--- src/rtl/control_pkg.sv ---
// Shared definitions for the control FSM: opcodes, states, bus and ALU encodings.
package control_pkg;

  typedef enum logic [2:0] {
    ST_FETCH = 3'd0,
    ST_EXEC  = 3'd1,
    ST_MEM   = 3'd2,
    ST_HALT  = 3'd3,
    ST_FAULT = 3'd4
  } state_e;

  localparam logic [4:0] OP_NOP  = 5'h00;
  localparam logic [4:0] OP_LDR  = 5'h01;
  localparam logic [4:0] OP_STR  = 5'h02;
  localparam logic [4:0] OP_LPT  = 5'h03;
  localparam logic [4:0] OP_SPT  = 5'h04;
  localparam logic [4:0] OP_CMP  = 5'h05;
  localparam logic [4:0] OP_ADD  = 5'h06;
  localparam logic [4:0] OP_SUB  = 5'h07;
  localparam logic [4:0] OP_MUL  = 5'h08;
  localparam logic [4:0] OP_DIV  = 5'h09;
  localparam logic [4:0] OP_MOD  = 5'h0A;
  localparam logic [4:0] OP_AND  = 5'h0B;
  localparam logic [4:0] OP_OR   = 5'h0C;
  localparam logic [4:0] OP_XOR  = 5'h0D;
  localparam logic [4:0] OP_NOT  = 5'h0E;
  localparam logic [4:0] OP_LSL  = 5'h0F;
  localparam logic [4:0] OP_LSR  = 5'h10;
  localparam logic [4:0] OP_JMP  = 5'h14;
  localparam logic [4:0] OP_JZ   = 5'h15;
  localparam logic [4:0] OP_JC   = 5'h16;
  localparam logic [4:0] OP_JEQ  = 5'h17;
  localparam logic [4:0] OP_CALL = 5'h18;
  localparam logic [4:0] OP_RET  = 5'h19;
  localparam logic [4:0] OP_HLT  = 5'h1F;

  localparam logic [3:0] BUS_IDLE  = 4'd0;
  localparam logic [3:0] BUS_REG   = 4'd1;
  localparam logic [3:0] BUS_LOAD  = 4'd2;
  localparam logic [3:0] BUS_STORE = 4'd3;
  localparam logic [3:0] BUS_IMM   = 4'd6;

  // Bit 5 marks an active ALU operation; low bits select the function.
  localparam logic [5:0] ALU_NONE = 6'h00;
  localparam logic [5:0] ALU_ADD  = 6'h21;
  localparam logic [5:0] ALU_SUB  = 6'h22;
  localparam logic [5:0] ALU_MUL  = 6'h23;
  localparam logic [5:0] ALU_DIV  = 6'h24;
  localparam logic [5:0] ALU_MOD  = 6'h25;
  localparam logic [5:0] ALU_AND  = 6'h26;
  localparam logic [5:0] ALU_OR   = 6'h27;
  localparam logic [5:0] ALU_XOR  = 6'h28;
  localparam logic [5:0] ALU_NOT  = 6'h29;
  localparam logic [5:0] ALU_LSL  = 6'h2A;
  localparam logic [5:0] ALU_LSR  = 6'h2B;
  localparam logic [5:0] ALU_CMP  = 6'h2C;

  typedef struct packed {
    logic [5:0] alu_op;
    logic [3:0] alu_params;
    logic [3:0] bus_state;
    logic       alu_read_bus;
    logic       ram_write;
    logic [2:0] operand1;
    logic [2:0] operand2;
    logic [2:0] results;
  } ctrl_t;

  function automatic logic [5:0] alu_op_of(input logic [4:0] opc);
    logic [5:0] op;
    case (opc)
      OP_ADD:  op = ALU_ADD;
      OP_SUB:  op = ALU_SUB;
      OP_MUL:  op = ALU_MUL;
      OP_DIV:  op = ALU_DIV;
      OP_MOD:  op = ALU_MOD;
      OP_AND:  op = ALU_AND;
      OP_OR:   op = ALU_OR;
      OP_XOR:  op = ALU_XOR;
      OP_NOT:  op = ALU_NOT;
      OP_LSL:  op = ALU_LSL;
      OP_LSR:  op = ALU_LSR;
      OP_CMP:  op = ALU_CMP;
      default: op = ALU_NONE;
    endcase
    return op;
  endfunction

endpackage

--- src/rtl/call_stack.sv ---
// Return-address LIFO; push on full and pop on empty are ignored.
module call_stack #(
  parameter int unsigned DEPTH = 8,
  parameter int unsigned W     = 16
) (
  input  logic         clk_i,
  input  logic         rst_ni,
  input  logic         push_i,
  input  logic         pop_i,
  input  logic [W-1:0] din_i,
  output logic [W-1:0] top_o,
  output logic         full_o,
  output logic         empty_o
);

  localparam int unsigned PW = $clog2(DEPTH);

  logic [W-1:0]  mem_q [DEPTH];
  logic [PW:0]   sp_q;
  logic [PW-1:0] top_idx_s;

  assign full_o    = (sp_q == (PW+1)'(DEPTH));
  assign empty_o   = (sp_q == '0);
  assign top_idx_s = sp_q[PW-1:0] - PW'(1);
  assign top_o     = mem_q[top_idx_s];

  // Stack pointer: counts occupied entries.
  always_ff @(posedge clk_i) begin
    if (!rst_ni) begin
      sp_q <= '0;
    end else if (push_i && !full_o) begin
      sp_q <= sp_q + (PW+1)'(1);
    end else if (pop_i && !empty_o) begin
      sp_q <= sp_q - (PW+1)'(1);
    end else begin
      sp_q <= sp_q;
    end
  end

  // Entry storage, deliberately left unreset.
  always_ff @(posedge clk_i) begin
    if (push_i && !full_o) begin
      mem_q[sp_q[PW-1:0]] <= din_i;
    end
  end

endmodule

--- src/rtl/control_fsm.sv ---
// Fetch/execute control sequencer: decodes the latched instruction into
// registered datapath controls and steers the program counter.
module control_fsm
  import control_pkg::*;
#(
  parameter int unsigned DATA_W      = 16,
  parameter int unsigned PC_W        = 16,
  parameter int unsigned STACK_DEPTH = 8
) (
  input  logic                CLK,
  input  logic                RST_N,
  input  logic [15+DATA_W:0]  instr,
  input  logic                instr_valid,
  input  logic [DATA_W-1:0]   hreg,
  input  logic [2:0]          alu_flags,
  output logic [PC_W-1:0]     pc,
  output logic [2:0]          operand1,
  output logic [2:0]          operand2,
  output logic [2:0]          results,
  output logic [5:0]          alu_op,
  output logic [3:0]          alu_params,
  output logic [3:0]          bus_state,
  output logic                alu_read_bus,
  output logic                ram_write,
  output logic [DATA_W-1:0]   ram_add,
  output logic [DATA_W-1:0]   dout,
  output logic                halted,
  output logic                fault
);

  state_e              state_q;
  logic [PC_W-1:0]     pc_q;
  logic [4:0]          ir_opc_q;
  logic [DATA_W-1:0]   ir_word2_q;
  ctrl_t               ctrl_q, ctrl_d;
  logic [DATA_W-1:0]   ram_add_q, ram_add_d;
  logic                ram_add_load_d;
  logic                halted_q, fault_q;

  logic [4:0]          opc_s;
  logic [1:0]          opvar_s;
  logic [DATA_W-1:0]   word2_s;
  logic [PC_W-1:0]     pc_inc_s, target_s, stk_top_s;
  logic                take_s, stk_push_s, stk_pop_s, stk_full_s, stk_empty_s;

  assign opc_s    = instr[6:2];
  assign opvar_s  = instr[1:0];
  assign word2_s  = instr[15+DATA_W:16];
  assign pc_inc_s = pc_q + PC_W'(1);
  assign target_s = ir_word2_q[PC_W-1:0];

  assign stk_push_s = (state_q == ST_EXEC) && (ir_opc_q == OP_CALL) && !stk_full_s;
  assign stk_pop_s  = (state_q == ST_EXEC) && (ir_opc_q == OP_RET) && !stk_empty_s;

  call_stack #(
    .DEPTH (STACK_DEPTH),
    .W     (PC_W)
  ) u_call_stack (
    .clk_i   (CLK),
    .rst_ni  (RST_N),
    .push_i  (stk_push_s),
    .pop_i   (stk_pop_s),
    .din_i   (pc_inc_s),
    .top_o   (stk_top_s),
    .full_o  (stk_full_s),
    .empty_o (stk_empty_s)
  );

  // Decode the incoming word so controls appear registered in the EXEC cycle.
  always_comb begin
    ctrl_d         = '0;
    ram_add_d      = '0;
    ram_add_load_d = 1'b0;
    if ((opc_s >= OP_LDR) && (opc_s <= OP_LSR)) begin
      ctrl_d.operand1 = instr[9:7];
      ctrl_d.operand2 = instr[12:10];
      ctrl_d.results  = instr[15:13];
      case (opc_s)
        OP_LDR, OP_LPT: begin
          ctrl_d.bus_state    = BUS_LOAD;
          ctrl_d.alu_read_bus = 1'b1;
        end
        OP_STR, OP_SPT: begin
          ctrl_d.bus_state = BUS_STORE;
          ctrl_d.ram_write = 1'b1;
        end
        default: begin
          ctrl_d.alu_op     = alu_op_of(opc_s);
          ctrl_d.alu_params = {2'b00, opvar_s};
          if (opvar_s[1]) begin
            ctrl_d.bus_state    = BUS_IMM;
            ctrl_d.alu_read_bus = 1'b1;
          end else begin
            ctrl_d.bus_state    = BUS_REG;
            ctrl_d.alu_read_bus = 1'b0;
          end
        end
      endcase
    end else begin
      ctrl_d = '0;
    end
    case (opc_s)
      OP_LDR, OP_STR: begin
        ram_add_load_d = 1'b1;
        ram_add_d      = word2_s;
      end
      OP_LPT, OP_SPT: begin
        ram_add_load_d = 1'b1;
        ram_add_d      = hreg;
      end
      default: begin
        ram_add_load_d = 1'b0;
        ram_add_d      = '0;
      end
    endcase
  end

  // Branch condition from the flags present during EXEC.
  always_comb begin
    take_s = 1'b0;
    case (ir_opc_q)
      OP_JMP:  take_s = 1'b1;
      OP_JZ:   take_s = alu_flags[1];
      OP_JC:   take_s = alu_flags[0];
      OP_JEQ:  take_s = alu_flags[2];
      default: take_s = 1'b0;
    endcase
  end

  // Main sequencer with registered outputs.
  always_ff @(posedge CLK) begin
    if (!RST_N) begin
      state_q    <= ST_FETCH;
      pc_q       <= '0;
      ir_opc_q   <= '0;
      ir_word2_q <= '0;
      ctrl_q     <= '0;
      ram_add_q  <= '0;
      halted_q   <= 1'b0;
      fault_q    <= 1'b0;
    end else begin
      case (state_q)
        ST_FETCH: begin
          if (instr_valid) begin
            ir_opc_q   <= opc_s;
            ir_word2_q <= word2_s;
            ctrl_q     <= ctrl_d;
            state_q    <= ST_EXEC;
            if (ram_add_load_d) begin
              ram_add_q <= ram_add_d;
            end
          end
        end
        ST_EXEC: begin
          case (ir_opc_q)
            OP_LDR, OP_LPT: begin
              pc_q    <= pc_inc_s;
              state_q <= ST_MEM;
            end
            OP_CALL: begin
              ctrl_q <= '0;
              if (stk_full_s) begin
                fault_q <= 1'b1;
                state_q <= ST_FAULT;
              end else begin
                pc_q    <= target_s;
                state_q <= ST_FETCH;
              end
            end
            OP_RET: begin
              ctrl_q <= '0;
              if (stk_empty_s) begin
                fault_q <= 1'b1;
                state_q <= ST_FAULT;
              end else begin
                pc_q    <= stk_top_s;
                state_q <= ST_FETCH;
              end
            end
            OP_HLT: begin
              ctrl_q   <= '0;
              halted_q <= 1'b1;
              state_q  <= ST_HALT;
            end
            default: begin
              ctrl_q  <= '0;
              pc_q    <= take_s ? target_s : pc_inc_s;
              state_q <= ST_FETCH;
            end
          endcase
        end
        ST_MEM: begin
          ctrl_q  <= '0;
          state_q <= ST_FETCH;
        end
        ST_HALT, ST_FAULT: begin
          state_q <= state_q;
        end
        default: begin
          ctrl_q  <= '0;
          fault_q <= 1'b1;
          state_q <= ST_FAULT;
        end
      endcase
    end
  end

  assign pc           = pc_q;
  assign operand1     = ctrl_q.operand1;
  assign operand2     = ctrl_q.operand2;
  assign results      = ctrl_q.results;
  assign alu_op       = ctrl_q.alu_op;
  assign alu_params   = ctrl_q.alu_params;
  assign bus_state    = ctrl_q.bus_state;
  assign alu_read_bus = ctrl_q.alu_read_bus;
  assign ram_write    = ctrl_q.ram_write;
  assign ram_add      = ram_add_q;
  assign dout         = ir_word2_q;
  assign halted       = halted_q;
  assign fault        = fault_q;

endmodule

--- config.mk ---
export PLATFORM = sky130hd
export DESIGN_NAME = control_fsm
export DESIGN_NICKNAME = d
export VERILOG_FILES = /design/src/rtl/control_pkg.sv /design/src/rtl/call_stack.sv /design/src/rtl/control_fsm.sv
export SDC_FILE = /design/constraint.sdc
export NUM_CORES = 1
export LEC_CHECK = 0
export ABC_AREA = 0
export BUFFER_PORTS_ARGS = -buffer_cell sky130_fd_sc_hd__buf_2
export CORE_ASPECT_RATIO = 0.6
export CORE_UTILIZATION = 45
export CTS_BUF_LIST = sky130_fd_sc_hd__clkbuf_8 sky130_fd_sc_hd__clkbuf_16
export CTS_CLUSTER_SIZE = 14
export DETAILED_ROUTE_END_ITERATION = 7
export PLACE_DENSITY = 0.61
export SYNTH_ARGS = -nofsm -noshare
export SYNTH_HDL_FRONTEND = slang
export SYNTH_HIERARCHICAL = 1
export SYNTH_SLANG_ARGS = --single-unit
--- constraint.sdc ---
create_clock -name CLK -period 11.9 [get_ports CLK]
set_clock_uncertainty 0.05 [all_clocks]
set_input_delay 2.38 -clock CLK [delete_from_list [all_inputs] [get_ports CLK]]
set_output_delay 2.38 -clock CLK [all_outputs]
set_load 0.05 [all_outputs]
==> summary.txt <==
Post-CTS Setup Inserts: 0
Die X: 188 um
Critical Path RT: 12.27 ns
CP max-delay cell: nor4_1
Top delay family on crit path: simple AND/OR/NAND/NOR gates
Cells after Synth: 736
R2R setup slack: 7.41 ns
Synth area leader: edfxtp_1
register bit total from synthesis: 211
Area growth syn-to-layout: 15.2%
hold buffer count at CTS: 0
setup TNS: 0 ns
final wirelength: 23900 um
final period utilization: 37.7%
startpoint types: flip-flop
worst-skew pair later-pin latency: 0.51 ns
post-cts resize count: 0
fraction of layout cells with a size suffix above 1: 27.3%
min-delay worst type: flip-flop to flip-flop
htree depth: 1
Synth Warn #: 6
Vias/cell: 5.81
CP peak stage delay: 0.88 ns
critical path arrival: 4.85 ns
antenna violations before repair: 0
register area share after synthesis: 58.8%
hold depth: 2
Routed Antenna Nets: 0
I/O pin count: 129
cell depth of the worst flop-to-flop path: 12
total grt overflow: 0
status: complete, no violations
Final Hold Viols: 0
overall power: 1.55 mW
n_diodes: 0
DPL Wire Length: 16600 um
routability cong.: 0.870
Tmin final: 4.49 ns
worst reg2reg path startpoint: u_call_stack/sp_q[0]
Total GRT Usage: 22.5%
DR pass1 iterations: 5
Worst path most repeated cell: a211oi_1
CP Max Fanout: 40
final setup fails: 0
CTS tree: yes
Async SR Flop Fraction: 0%
post-synthesis cell area: 9360 sq um
Clock Path Buffers: 3
Worst-Margin Slew: 1.10 ns
largest net degree at the start of global routing: 64
CP endpoint kind: flip-flop
root buf cell: clkbuf_16
reg-to-reg endpoint: u_call_stack/sp_q[3]
Residual DRC: 0
footprint of the multi-input gates: 3530 sq um
vias in the first global route: 6252
max_cap viols: 0
Yosys top cell area share: 41.0%
number of I/O port buffers: 124
Hold EP: alu_op[3]
row count: 40
total number of vias: 6598
fin area: 10800 sq um
drt wl/cell: 21.1 um
Slew HR: 26.5%
Post-Syn Area per Cell: 12.7 sq um
Core ar.: 20200 sq um
initial DRC count: 660
fillcell total: 1757
Worst Path Buf+Inv: 2
Cell Area, Placed: 10200 sq um
count of cell types in the netlist: 73
Chip Height: 114 um
post-layout net count: 912
Highest Clock Rate: 223 MHz
area of the die: 21400 sq um
LEAKAGE: 3.91 nW
CP cell instances: buf_4 > inv_1 > ha_2 > nor2b_1 > and2_1 > nor4_1 > nand2b_1 > ha_1 > a21o_1 > a2111oi_0 > a211oi_1 > a211oi_1
clk slew on worst S/H paths: 0.07 ns
Post-synth top flop: edfxtp_1
number of flops mapped to enable cells by yosys: 128
CTS buffer count: 21
Setup CP Type: flip-flop to flip-flop
VDD IR-drop max: 0.0935 mV
clock net sink count: 211
pwr dens: 143 nW/um^2
Starting Density: 46.3%
unrepaired setup endpoints after global routing: false
first-pass GRT wire length: 36800 um
Slew Limit Fails: 0
min-delay src: alu_op[3]
Synth area leaders: edfxtp_1 41%, dfxtp_1 18%, mux4_2 6.3%, nand2_1 3.1%, a21oi_1 2.5%
storage element area: 5510 sq um
flip-flops by register name, summed over array words and instances (netlist names):
signal / cells
halted: 1
alu_op: 5
ram_add: 16
fault: 1
ram_write: 1
operand1: 3
u_call_stack/mem_q: 128
operand2: 3
results: 3
alu_read_bus: 1
state_q: 3
pc: 16
ir_opc_q: 5
alu_params: 2
u_call_stack/sp_q: 4
bus_state: 3
dout: 16
synthesized netlist by cell type (15+ instances only):
cell type and count:
a22oi_1 27, a21oi_1 46, inv_1 15, edfxtp_1 128, a22o_1 16, mux4_2 26, mux2i_1 16, nor2_1 60
nand2_1 78, o21ai_0 18, clkbuf_1 22, mux2_2 15, dfxtp_1 83
layer usage:
metal | up-vias | global-route usage (%) | wire, um
met4 | 0 | 3.52 | 303
met2 | 232 | 32.4 | 10100
li1 | 3014 | - | -
met1 | 3324 | 35.5 | 11800
met5 | - | 0 | 0
met3 | 28 | 4.31 | 1750
cells in the final DEF (no fill, tap or decap), drive strengths merged, types with 4 or more instances in the layout:
cell type  instances
conb               4
mux2i             16
o211a              4
a41oi              5
inv               22
xor2               6
a211oi            10
nand2             79
a22o              16
nor2              60
buf              139
dfxtp             83
nand2b             4
a21oi             48
nor3              13
clkinv             8
mux2              17
edfxtp           128
o21ai             20
a31oi              5
xnor2             11
nor4               6
nand4              6
a22oi             27
nand3              9
clkbuf            22
mux4              32
o211ai             9
ha                 9
per-stage QoR:
stage	hold WS, ns	worst slack, ns	utilization, %	std cells
after floorplan	0.449	8.02	-	739
after global placement	0.388	7.65	50.3	1098
after detailed placement	0.397	7.47	50.3	1098
after CTS	0.409	7.46	53.3	1136
after global routing	0.428	7.03	53.3	1136
final	0.413	7.41	53.3	1136
area by class of cell:
| type | count | share of cell area [%] |
|---|---|---|
| flip-flops and latches | 211 | 51.1 |
| clock inverters | 16 | 0.696 |
| inverters | 16 | 0.557 |
| multi-input cells | 459 | 32.7 |
| repair buffers | 139 | 6.80 |
| well taps | 273 | 3.17 |
| clock buffers | 22 | 5.00 |
worst max path at each step:
| stage | startpoint | endpoint | slack, ns | depth (start not counted) |
|---|---|---|---|---|
| floorplan | u_call_stack/sp_q[0] | u_call_stack/mem_q[0][0] | 8.02 | 8 |
| global placement | instr_valid | alu_read_bus | 7.65 | 7 |
| detailed placement | u_call_stack/sp_q[0] | u_call_stack/sp_q[3] | 7.47 | 12 |
| CTS | u_call_stack/sp_q[0] | u_call_stack/sp_q[3] | 7.46 | 12 |
| global route | u_call_stack/sp_q[0] | u_call_stack/sp_q[3] | 7.03 | 12 |
| finish | u_call_stack/sp_q[0] | u_call_stack/sp_q[3] | 7.41 | 12 |
worst min-delay path, cell delays in order, from the launching register on:
cell and delay (ns):
dfxtp_1 0.31, nand2_1 0.06, a21oi_1 0.06
cell families (layout without fill, tap and decap cells):
family	after synthesis	in the layout	share of synthesized area, %
xor gates and xnor gates	17	17	1.67
other	1	4	0.0400
DFF	211	211	58.8
adders and majority gates	10	10	1.42
muxes	65	65	11.8
buffers and inverters	69	193	4.01
AOI/OAI and AO/OA	166	166	12.3
and+or+nand+nor	197	197	9.95
report_power, final:
| part | internal [mW] | switching [mW] | leakage [nW] |
|---|---|---|---|
| clock | 0.327 | 0.274 | 0.317 |
| sequential | 0.789 | 0.0171 | 1.84 |
| combinational | 0.0369 | 0.101 | 1.75 |
| total | 1.15 | 0.392 | 3.91 |
Note: power is estimated with default switching activity, not from simulation.
